File: src/rtl/tick_bcd_pkg.sv
// Shared types and constants for the tick-driven BCD counter.
package tick_bcd_pkg;

    typedef enum logic [1:0] {
        IDLE  = 2'd0,
        RUN   = 2'd1,
        PAUSE = 2'd2
    } state_t;

    typedef logic [3:0] bcd_t;

    // Active-low segment patterns, bit order {g,f,e,d,c,b,a}; codes 10..15 blank.
    localparam logic [6:0] SEG_LUT [16] = '{
        7'h40, 7'h79, 7'h24, 7'h30, 7'h19, 7'h12, 7'h02, 7'h78,
        7'h00, 7'h10, 7'h7F, 7'h7F, 7'h7F, 7'h7F, 7'h7F, 7'h7F
    };

endpackage

File: src/rtl/tick_bcd_counter_bcd_digit.sv
// One BCD digit: combinational next value with carry/borrow in and out.
module bcd_digit
    import tick_bcd_pkg::*;
(
    input  bcd_t digit_in,
    input  logic en,
    input  logic up,
    output bcd_t digit_out,
    output logic co
);

    // Step the digit when enabled; out-of-range codes fold back into 0..9.
    always_comb begin
        digit_out = digit_in;
        co        = 1'b0;
        if (en) begin
            if (up) begin
                if (digit_in >= 4'd9) begin
                    digit_out = 4'd0;
                    co        = 1'b1;
                end else begin
                    digit_out = digit_in + 4'd1;
                end
            end else begin
                if (digit_in == 4'd0 || digit_in > 4'd9) begin
                    digit_out = 4'd9;
                    co        = (digit_in == 4'd0);
                end else begin
                    digit_out = digit_in - 4'd1;
                end
            end
        end
    end

endmodule

File: src/rtl/tick_bcd_counter.sv
// Tick-driven up/down BCD counter with IDLE/RUN/PAUSE control.
// Optional seven-segment scan outputs: define TICK_BCD_SEG_SCAN_EN.
module tick_bcd_counter
    import tick_bcd_pkg::*;
#(
    parameter int NUM_DIGITS  = 4,
    parameter int SCAN_CYCLES = 100000
)
(
    input  logic                    clk_in,
    input  logic                    reset,
    input  logic                    div_clk,
    input  logic                    start,
    input  logic                    hold,
    input  logic                    clear,
    input  logic                    up_dn,
    output logic [4*NUM_DIGITS-1:0] bcd,
    output logic                    tick,
    output logic                    wrap,
    output logic                    running
`ifdef TICK_BCD_SEG_SCAN_EN
    ,
    output logic [6:0]              seg,
    output logic [NUM_DIGITS-1:0]   an
`endif
);

    state_t                  state_q, state_d;
    logic                    div_q, div_d;
    logic                    armed_q, armed_d;
    logic                    tick_q, tick_d;
    logic                    wrap_q, wrap_d;
    logic [4*NUM_DIGITS-1:0] count_q, count_d;
    logic [4*NUM_DIGITS-1:0] count_step;
    logic [NUM_DIGITS:0]     chain;

    // Carry/borrow ripple; digit 0 always steps, so count_step is the next value.
    assign chain[0] = 1'b1;
    for (genvar g = 0; g < NUM_DIGITS; g++) begin : g_digit
        bcd_digit u_digit (
            .digit_in  (count_q[4*g +: 4]),
            .en        (chain[g]),
            .up        (up_dn),
            .digit_out (count_step[4*g +: 4]),
            .co        (chain[g+1])
        );
    end

    // State register.
    always_ff @(posedge clk_in or negedge reset) begin
        if (!reset) state_q <= IDLE;
        else        state_q <= state_d;
    end

    // Next-state logic; dropping both start and hold returns to IDLE from anywhere.
    always_comb begin
        state_d = state_q;
        if (!start && !hold) begin
            state_d = IDLE;
        end else begin
            unique case (state_q)
                IDLE:    if (start) state_d = RUN;
                RUN:     if (hold) state_d = PAUSE;
                PAUSE:   if (!hold && start) state_d = RUN;
                default: state_d = IDLE;
            endcase
        end
    end

    // FSM outputs.
    always_comb begin
        running = (state_q == RUN);
    end

    // Edge detect and count update; armed_q masks a div_clk already high at reset release.
    always_comb begin
        div_d   = div_clk;
        armed_d = 1'b1;
        tick_d  = div_clk & ~div_q & armed_q;
        count_d = count_q;
        wrap_d  = 1'b0;
        if (clear) begin
            count_d = '0;
        end else if (tick_q && state_q == RUN) begin
            count_d = count_step;
            wrap_d  = chain[NUM_DIGITS];
        end
    end

    // Datapath registers.
    always_ff @(posedge clk_in or negedge reset) begin
        if (!reset) begin
            div_q   <= 1'b0;
            armed_q <= 1'b0;
            tick_q  <= 1'b0;
            wrap_q  <= 1'b0;
            count_q <= '0;
        end else begin
            div_q   <= div_d;
            armed_q <= armed_d;
            tick_q  <= tick_d;
            wrap_q  <= wrap_d;
            count_q <= count_d;
        end
    end

    assign bcd  = count_q;
    assign tick = tick_q;
    assign wrap = wrap_q;

`ifdef TICK_BCD_SEG_SCAN_EN
    localparam int SCAN_W = (SCAN_CYCLES > 1) ? $clog2(SCAN_CYCLES) : 1;
    localparam int IDX_W  = (NUM_DIGITS > 1) ? $clog2(NUM_DIGITS) : 1;

    logic [SCAN_W-1:0] scan_cnt_q, scan_cnt_d;
    logic [IDX_W-1:0]  idx_q, idx_d;
    bcd_t              digit_sel;

    // Dwell SCAN_CYCLES cycles on each digit, then move to the next.
    always_comb begin
        scan_cnt_d = scan_cnt_q + SCAN_W'(1);
        idx_d      = idx_q;
        if (scan_cnt_q == SCAN_W'(SCAN_CYCLES - 1)) begin
            scan_cnt_d = '0;
            idx_d      = (idx_q == IDX_W'(NUM_DIGITS - 1)) ? '0 : idx_q + IDX_W'(1);
        end
    end

    // Scan registers.
    always_ff @(posedge clk_in or negedge reset) begin
        if (!reset) begin
            scan_cnt_q <= '0;
            idx_q      <= '0;
        end else begin
            scan_cnt_q <= scan_cnt_d;
            idx_q      <= idx_d;
        end
    end

    // Decode the selected digit and drive its anode low.
    always_comb begin
        digit_sel = '0;
        for (int unsigned i = 0; i < NUM_DIGITS; i++) begin
            if (idx_q == IDX_W'(i)) digit_sel = count_q[4*i +: 4];
        end
        seg = SEG_LUT[digit_sel];
        an  = ~(NUM_DIGITS'(1) << idx_q);
    end
`endif

endmodule
File: config.mk
export PLATFORM = sky130hd
export DESIGN_NAME = tick_bcd_counter
export DESIGN_NICKNAME = d
export VERILOG_FILES = /design/src/rtl/tick_bcd_pkg.sv /design/src/rtl/tick_bcd_counter_bcd_digit.sv /design/src/rtl/tick_bcd_counter.sv
export SDC_FILE = /design/constraint.sdc
export NUM_CORES = 1
export LEC_CHECK = 0
export CORE_UTILIZATION = 50
export DETAILED_ROUTE_END_ITERATION = 6
export GPL_TIMING_DRIVEN = 1
export PLACE_DENSITY = 0.74
export SETUP_SLACK_MARGIN = 0.4
export SYNTH_ARGS = -nofsm -noshare
export SYNTH_HDL_FRONTEND = slang
export SYNTH_SLANG_ARGS = --single-unit
File: constraint.sdc
create_clock -name clk_in -period 2.99 [get_ports clk_in]
set_input_delay 0.4485 -clock clk_in [delete_from_list [all_inputs] [get_ports clk_in]]
set_output_delay 0.4485 -clock clk_in [all_outputs]
set_load 0.01 [all_outputs]
# Yosys cells after proc, flatten, opt, wreduce, memory -nomap -nowiden
# Cells that the tools add are included.
# totals
word_cells,94
mem_bits_rw,0
inputBits,7
rom_bits,0
output_inout_bits,19
mem_count,0
register_bits,22
latchBits,0
# classes
n_shift,0
n_eq_ne,5
div_mod_pow,0
mux,39
magnitude_cmp,8
n_mul,0
add_sub_neg,8
n_bitwise,3
n_reduce_logical,22
# op_table
operator,count
$mux 4,15
$mux 16,2
$mux 1,17
$add 4x1->4 const B,4
$ge 4x4->1 const B,4
$gt 4x4->1 const B,4
$logic_not 4->1,4
$sub 4x1->4 const B,4
$mux 2,4
$reduce_bool 2->1,4
$ne 3x3->1 const B,2
$pmux 2 s3,1
$reduce_and 2->1,3
$logic_or 1x1->1,4
$logic_and 1x1->1,3
$ne 3x2->1 const B,1
$reduce_and 3->1,1
$and 1x1->1,2
$eq 2x1->1 const B,1
$eq 2x2->1 const B,1
$logic_not 1->1,2
$logic_not 2->1,1
$not 1->1,1

# Depth between registers and ports, before layout
# Gate-level depths: netlist of the first run.
# logic_depth
ltp_word,9
depth_mapped,8
depth_no_buf,7

# By module
# A second synthesis of the first run with hierarchy kept.
# unflattened
cells_unflattened,250
area_unflattened_um2,2130.8
# modules_own_cells
module,seq_area_each_um2,area_per_inst_um2,cells_per_inst,instances
bcd_digit,0.0,277.8,41,4
tick_bcd_counter,550.5,1019.7,86,1

# Worst setup path before layout of the first run
# OpenSTA, ideal clock, no wires.
# synth_timing
path_type,reg-to-reg
startpoint,register count_q[4] (netlist: bcd[4])
endpoint,register count_q[8] (netlist: bcd[8])
path_stages_with_launch,9
slack_ns,0.938
path_buffers,1
arrival_time_ns,1.915
t_required_ns,2.853
setup_time_ns,0.137
period_less_slack_ns,2.052
path_cell_list,dfrtp_1 > clkbuf_1 > inv_1 > ha_1 > or3b_1 > a31oi_2 > nor3_2 > mux2i_1 > a21oi_1
# synth_between
elab_chain_cells,7
word_cells_on_any_way,10
classes_between,order compare: 2; mux: 4; reduce/logical: 4
# synth_rtl
item,line,text
"start, declared",tick_bcd_counter.sv:33,"logic [4*NUM_DIGITS-1:0] count_q, count_d;"
"start signal, assigned",tick_bcd_counter.sv:103,count_q <= count_d;
$gt 4x4->1 or $logic_not 4->1 (tied branches),"tick_bcd_counter_bcd_digit.sv:25, tick_bcd_counter_bcd_digit.sv:27",
$logic_or 1x1->1,tick_bcd_counter_bcd_digit.sv:25,if (digit_in == 4'd0 || digit_in > 4'd9) begin
$mux 1,tick_bcd_counter_bcd_digit.sv:25,
$mux 1 (*),tick_bcd_counter_bcd_digit.sv:17,if (up) begin
$mux 1 (*),tick_bcd_counter_bcd_digit.sv:16,if (en) begin
$reduce_bool 2->1 (no line) (*),-,
$reduce_and 2->1 (no line) (*),-,
# Mark *: on every way between the ends. The rest lies on a longest branch, timed or not.
# A chain may end at the register's enable or synchronous reset.

# Worst setup path in the final report of the first run
# layout_timing
startpoint,input port up_dn
endpoint,register count_q[8] (netlist: bcd[8])
# layout_between
elab_chain_cells,4
word_cells_on_any_way,9
classes_between,mux: 7; reduce/logical: 2
# layout_rtl
item,line,text
"start, declared",tick_bcd_counter.sv:16,"input logic up_dn,"
$mux 4 or $mux 1 (tied branches),tick_bcd_counter_bcd_digit.sv:17,
$mux 4 or $mux 1 (tied branches),tick_bcd_counter_bcd_digit.sv:16,
$mux 16 or $reduce_bool 2->1 (tied branches),-,
$mux 16 or $reduce_and 2->1 (tied branches),-,
# Parallel ways exist; a longest one is shown, timed or not. The select of a mux whose other input is x is not followed.

==> results.cfg, run 1 <==
[outcome]
outcome = finished clean

[logic_synthesis]
netlist.area_leader.share_pct = 30.7
synth_top_family_by_area = compound AO/OA/AOI/OAI gates
synthCells = 208
synthTopCellsByArea = dfrtp_1, ha_1, a21oi_1
ys_seq_area_share_pct = 30.7
synth_flop_cell = dfrtp_1
syn-num-nets = 229
synth_area_per_cell_um2 = 8.63
yosys.area.top_type = dfrtp_1
synth-xor-area-share_pct = 2.44
synth_edf_count = 0
yosysWarnings = 0
async_reset_ff_share_pct = 100
synthAdderAreaFrac_pct = 9.76
yosysUniqueCellTypes = 48
synthesis.area_mm2 = 0.00180
synth_compound_area_share_pct = 26.7
ys_seq_elements = 22
synthMuxAreaShare_pct = 2.23
synth-simple-area-share_pct = 21.9

[critical_path]
critPathMaxStageDelay_ps = 770
critical-path-slowest-cell = clkdlybuf4s50_1
crit_arrival_ps = 2510
worst-path-buf-inv = 2
r2r_setup_slack_ps = 720
crit_required_ps = 3190
crit_type = input pin to flop
crit_fanout = 21
crit_chain = clkdlybuf4s50_1, buf_4, a31oi_2, nor3_2, mux2i_1, a21oi_1
worstSetupStartpointType = input pin
end_kind = flop
crit_family = buffers and inverters

[clock_network]
cts_resized = 0
cts.clk_slew.worst_paths_ps = 110
h-tree-depth = 1
cts_tree = yes
numCtsBuffers = 3
cts_hold_buffers = 0
clockBufferDepth = 2
cts_root_buffer = clkbuf_4
clkLatencyLatePin_ps = 310
clkSinkCount = 22
cts_setup_buffers = 0

[cells_and_area]
area_growth_pct = 16.4
nets = 250
finish.instance_area_mm2 = 0.00209
fin_cells = 273
final_common_cell = clkdlybuf4s50_1
n_antenna_cell = 0
fillCellCount = 293
drive_above_1_share_pct = 5.73
mostFrequentLayoutCells = clkdlybuf4s50_1, dfrtp_1, nand2_1, a21oi_1, ha_1

[power_and_ir_drop]
swShare_pct = 28.5
clkPwrFrac_pct = 23.9
total_power_uw = 563
p_comb_share_pct = 20.1
power.leakage_uw = 0.000844
ir_worst_vdd_mv = 0.269
p_per_area_mw_per_mm2 = 269
p_switching_uw = 161
seq_power_share_pct = 56.0
intPower_uw = 402

[timing]
fin_skew_ps = 9.34
relSlewSlack_pct = 64.4
worstMarginPinSlew_ps = 531
max_freq_mhz = 432
hold_viol = 0
slew_viol_final = 0
rsz0062_at_grt = false
post-route-period-util_pct = 77.4
setup_viol = 0
finalCriticalPeriod_ps = 2310
fin_hold_ws_ps = 399
finalSetupTns_ps = 0

[grt]
grt_start_max_net_pins = 23
grt_pass1_wl_um = 6260
grt.overflow.total = 0
antenna_found_initial = 0
grt_usage_pct = 21.9
grt_pass1_vias = 1352

[route]
vias = 1641
drt-vias-per-instance = 6.01
ant_nets = 0
drc_errors = 0
post_drt_wl_per_cell_um = 14.6
drt_iter0_drc = 174
drt_wl_total_um = 4000
drtPass1Iterations = 4

[floorplan]
dieArea_mm2 = 0.00383
core-area_mm2 = 0.00339
fp.dieH_um = 61.9
start_util_pct = 53.0
ios = 26
num_rows = 21
dieWidth_um = 61.9

[placement]
dp.cells = 270
dpl_cell_area_mm2 = 0.00207
gp_congestion = 0.890
post-dp-hpwl_um = 2910
io_buffers = 25

[flow_run]
cap_violations = 0

[hold_path]
hold_path.class = flop to flop
## flip-flops by register name (all words and copies together) (netlist names)
| signal | count |
|---|---|
| tick | 1 |
| bcd | 16 |
| div_q | 1 |
| wrap | 1 |
| state_q | 2 |
| armed_q | 1 |
## cell families (layout without fill, tap and decap cells)
logic type / after synthesis / after routing
DFF: 22 / 22
other: 1 / 1
muxes: 4 / 4
and+or+nand+nor: 68 / 68
xor gates and xnor gates: 5 / 5
buffers and inverters: 25 / 44
adders and majority gates: 14 / 14
AOI/OAI and AO/OA: 69 / 69
## metrics by stage
stage          setup WS, ps  util [%]
2_1_floorplan           938         -
3_3_place_gp            475      61.0
3_5_place_dp            353      61.0
4_1_cts                 729      61.7
5_1_grt                 529      61.7
6_report                676      61.7
## final cells by class
| cell class | count | area (um2) | share of cell area [%] |
|---|---|---|---|
| repair buffers | 29 | 280 | 13.4 |
| flip-flops and latches | 22 | 551 | 26.3 |
| clock buffers | 3 | 22.5 | 1.08 |
| inverters | 12 | 45.0 | 2.15 |
| multi-input cells | 161 | 1130 | 54.3 |
| well taps | 46 | 57.6 | 2.75 |
## synthesized netlist by cell type, types with 4 or more instances
cell and n:
dfrtp_1 22, a21oi_1 16, nand2_1 16, ha_1 14, nor2_1 13, inv_1 12, a31oi_1 10, nor3_1 8
buf_2 7, o21ai_0 7, a211oi_1 5, clkbuf_1 4, mux2i_1 4, nand2b_1 4, o211ai_1 4, o21bai_1 4
## routing by layer
metal / vias to the layer above / part of all wire [%] / GRT usage, %
li1: 794 / - / -
met1: 792 / 46 / 29.9
met2: 51 / 49 / 36.3
met3: 4 / 4.0 / 4.55
met4: 0 / 0.68 / 4.13
met5: - / 0 / 0
## worst register-to-register path, stage by stage, from the launching register on
cell	delay [ps]
dfrtp_1	590
inv_1	120
ha_1	260
or3b_1	250
a31oi_2	150
nor3_2	440
mux2i_1	260
a21oi_1	80
## final timing paths
kind	cells after the start	endpoint	from
max reg2reg	7	bcd[8]	bcd[4]
max	6	bcd[8]	up_dn
min reg2reg	1	tick	div_q
min in group asynchronous	2	bcd[0]	reset
max in group asynchronous	2	bcd[14]	reset
min	1	tick	div_q
## power groups by stage
stage / combinational [uW] / clock (uW) / sequential [uW]
after floorplan: 73.0 / 0 / 317
after global routing: 124 / 154 / 317
after CTS: 113 / 140 / 315
after detailed placement: 112 / 0 / 321
after global placement: 108 / 0 / 320
final: 113 / 135 / 315
(Power assumes the default switching activity.)
==> run 2, diff against run 1 <==
Clock period 2.99 ns to 2.3 ns, I/O delays scaled along.
==> run 2 against run 1 <==
Net effect:
- routed wire length rose by 13%
- highest routed layer unchanged
- non-clock buffer count rose by 18
- sequential power rose by 29%
- clock skew fell by 4.8 ps
- utilization rose by 9.6 points
- cell count rose by 7.0%
==> results.cfg, run 2 (synthesized netlist as in run 1, its figures left out) <==
[clock_network]
cts_hold_buffers = 0
h-tree-depth = 1
cts_root_buffer = clkbuf_4
clockBufferDepth = 2
cts.clk_slew.worst_paths_ps = 130
numCtsBuffers = 3
clkSinkCount = 22
clkLatencyLatePin_ps = 320
cts_tree = yes

[placement]
gp_congestion = 0.947
io_buffers = 25
post-dp-hpwl_um = 2940
dpl_cell_area_mm2 = 0.00217

[cells_and_area]
final_common_cell = clkdlybuf4s50_1
area_growth_pct = 34.6
n_antenna_cell = 0
drive_above_1_share_pct = 25.6
finish.instance_area_mm2 = 0.00242
nets = 268
largest_reg_flops = 16
regArea_um2 = 563
multi_input_area_mm2 = 0.00126
fillCellCount = 247
mostFrequentLayoutCells = clkdlybuf4s50_1, buf_4, nand2_1, a21oi_1, nor2_1

[route]
drt_iter0_drc = 136
drc_errors = 0
drtPass1Iterations = 4
ant_nets = 0
post_drt_wl_per_cell_um = 15.5
drt-vias-per-instance = 6.03
vias = 1760
drt_wl_total_um = 4530

[floorplan]
dieWidth_um = 61.9
num_rows = 21
start_util_pct = 53.0
core-area_mm2 = 0.00339
fp.dieH_um = 61.9
ios = 26
dieArea_mm2 = 0.00383

[timing]
rsz0062_at_grt = true
fin_skew_ps = 4.55
finalSetupTns_ps = 0
slew_viol_final = 0
hold_viol = 0
max_freq_mhz = 519
post-route-period-util_pct = 83.7
finalCriticalPeriod_ps = 1930
setup_viol = 0

[power_and_ir_drop]
p_comb_share_pct = 20.8
p_per_area_mw_per_mm2 = 373
total_power_uw = 902
ir_worst_vdd_mv = 0.326
swShare_pct = 26.7
intPower_uw = 662
power.leakage_uw = 0.000992
seq_power_share_pct = 45.0
clkPwrFrac_pct = 34.2
p_switching_uw = 240

[grt]
grt.overflow.total = 0
grt_usage_pct = 24.1
grt_pass1_vias = 1533
grt_pass1_wl_um = 6890
antenna_found_initial = 0
grt_start_max_net_pins = 23

[critical_path]
worstRegToRegCells = 8
crit_required_ps = 2540
end_kind = flop
crit_arrival_ps = 2170
r2r_setup_slack_ps = 370
r2r_end = bcd[15]
cp-endpoint = bcd[15]
crit_fanout = 7
crit_path_start = bcd[0]
rr_startpoint = bcd[0]
worstSetupStartpointType = flop
crit_type = flop to flop

[outcome]
outcome = finished clean

[flow_run]
cap_violations = 0

[hold_path]
hold_path.class = input pin to asynchronous set/reset pin
==> run 2: cell count changes in the layout (fill, tap and decap cells not counted), sizes merged <==
cell,previous run,this run
buf,4,22
bufinv,0,1
clkdlybuf4s50,25,23
dlygate4sd2,0,1
dlymetal6s2s,0,1
==> run 2: how the worst min path moves through the flow <==
stage	cells past startpoint	endpoint	start
after global placement	1	tick	div_q
after detailed placement	1	tick	div_q
after floorplan	0	armed_q	reset
after CTS	2	bcd[1]	reset
after global routing	2	bcd[0]	reset
final	2	bcd[0]	reset
==> run 2: through the flow <==
stage          hold WS, ps  cells  util [%]  setup WS [ps]
2_1_floorplan         49.4    208         -            400
3_3_place_gp           381    276      64.0           5.46
3_5_place_dp           387    276      64.0          -69.1
4_1_cts                355    291      69.6            329
5_1_grt                379    292      71.3            293
6_report               356    292      71.3            375
==> run 2: repair_timing <==
item,in CTS,in global routing
pin swaps,8,4
resized for setup,18,17
endpoints found under the setup margin,19,24
gates cloned,0,0
setup buffers,11,1
==> run 2: critical path, stage by stage (launching register included) <==
cell,delay [ps]
dfrtp_2,460
inv_2,70
ha_4,120
or3b_4,400
a31oi_4,270
nor4_4,60
buf_6,150
buf_6,110
a211oi_2,190
==> run 2: layout make-up <==
class,count,share of cell area [%]
multi-input combinational,161,52.3
sequential,22,23.3
timing repair buffer,47,17.7
tap,46,2.38
inverter,12,2.17
clock inverter,1,1.24
clock buffer,3,0.932
==> run 2: metal layers <==
metal | share of wire [%] | global-route usage [%]
met5 | 0 | 0
met3 | 5.5 | 2.07
met2 | 51 | 41.0
met1 | 42 | 32.1
met4 | 1.3 | 8.89
==> run 2: power by group through the flow <==
stage / combinational [uW] / clock, uW / sequential, uW
2_1_floorplan: 109 / 0 / 413
3_3_place_gp: 160 / 0 / 415
3_5_place_dp: 165 / 0 / 416
4_1_cts: 182 / 313 / 406
5_1_grt: 204 / 325 / 407
6_report: 187 / 308 / 406
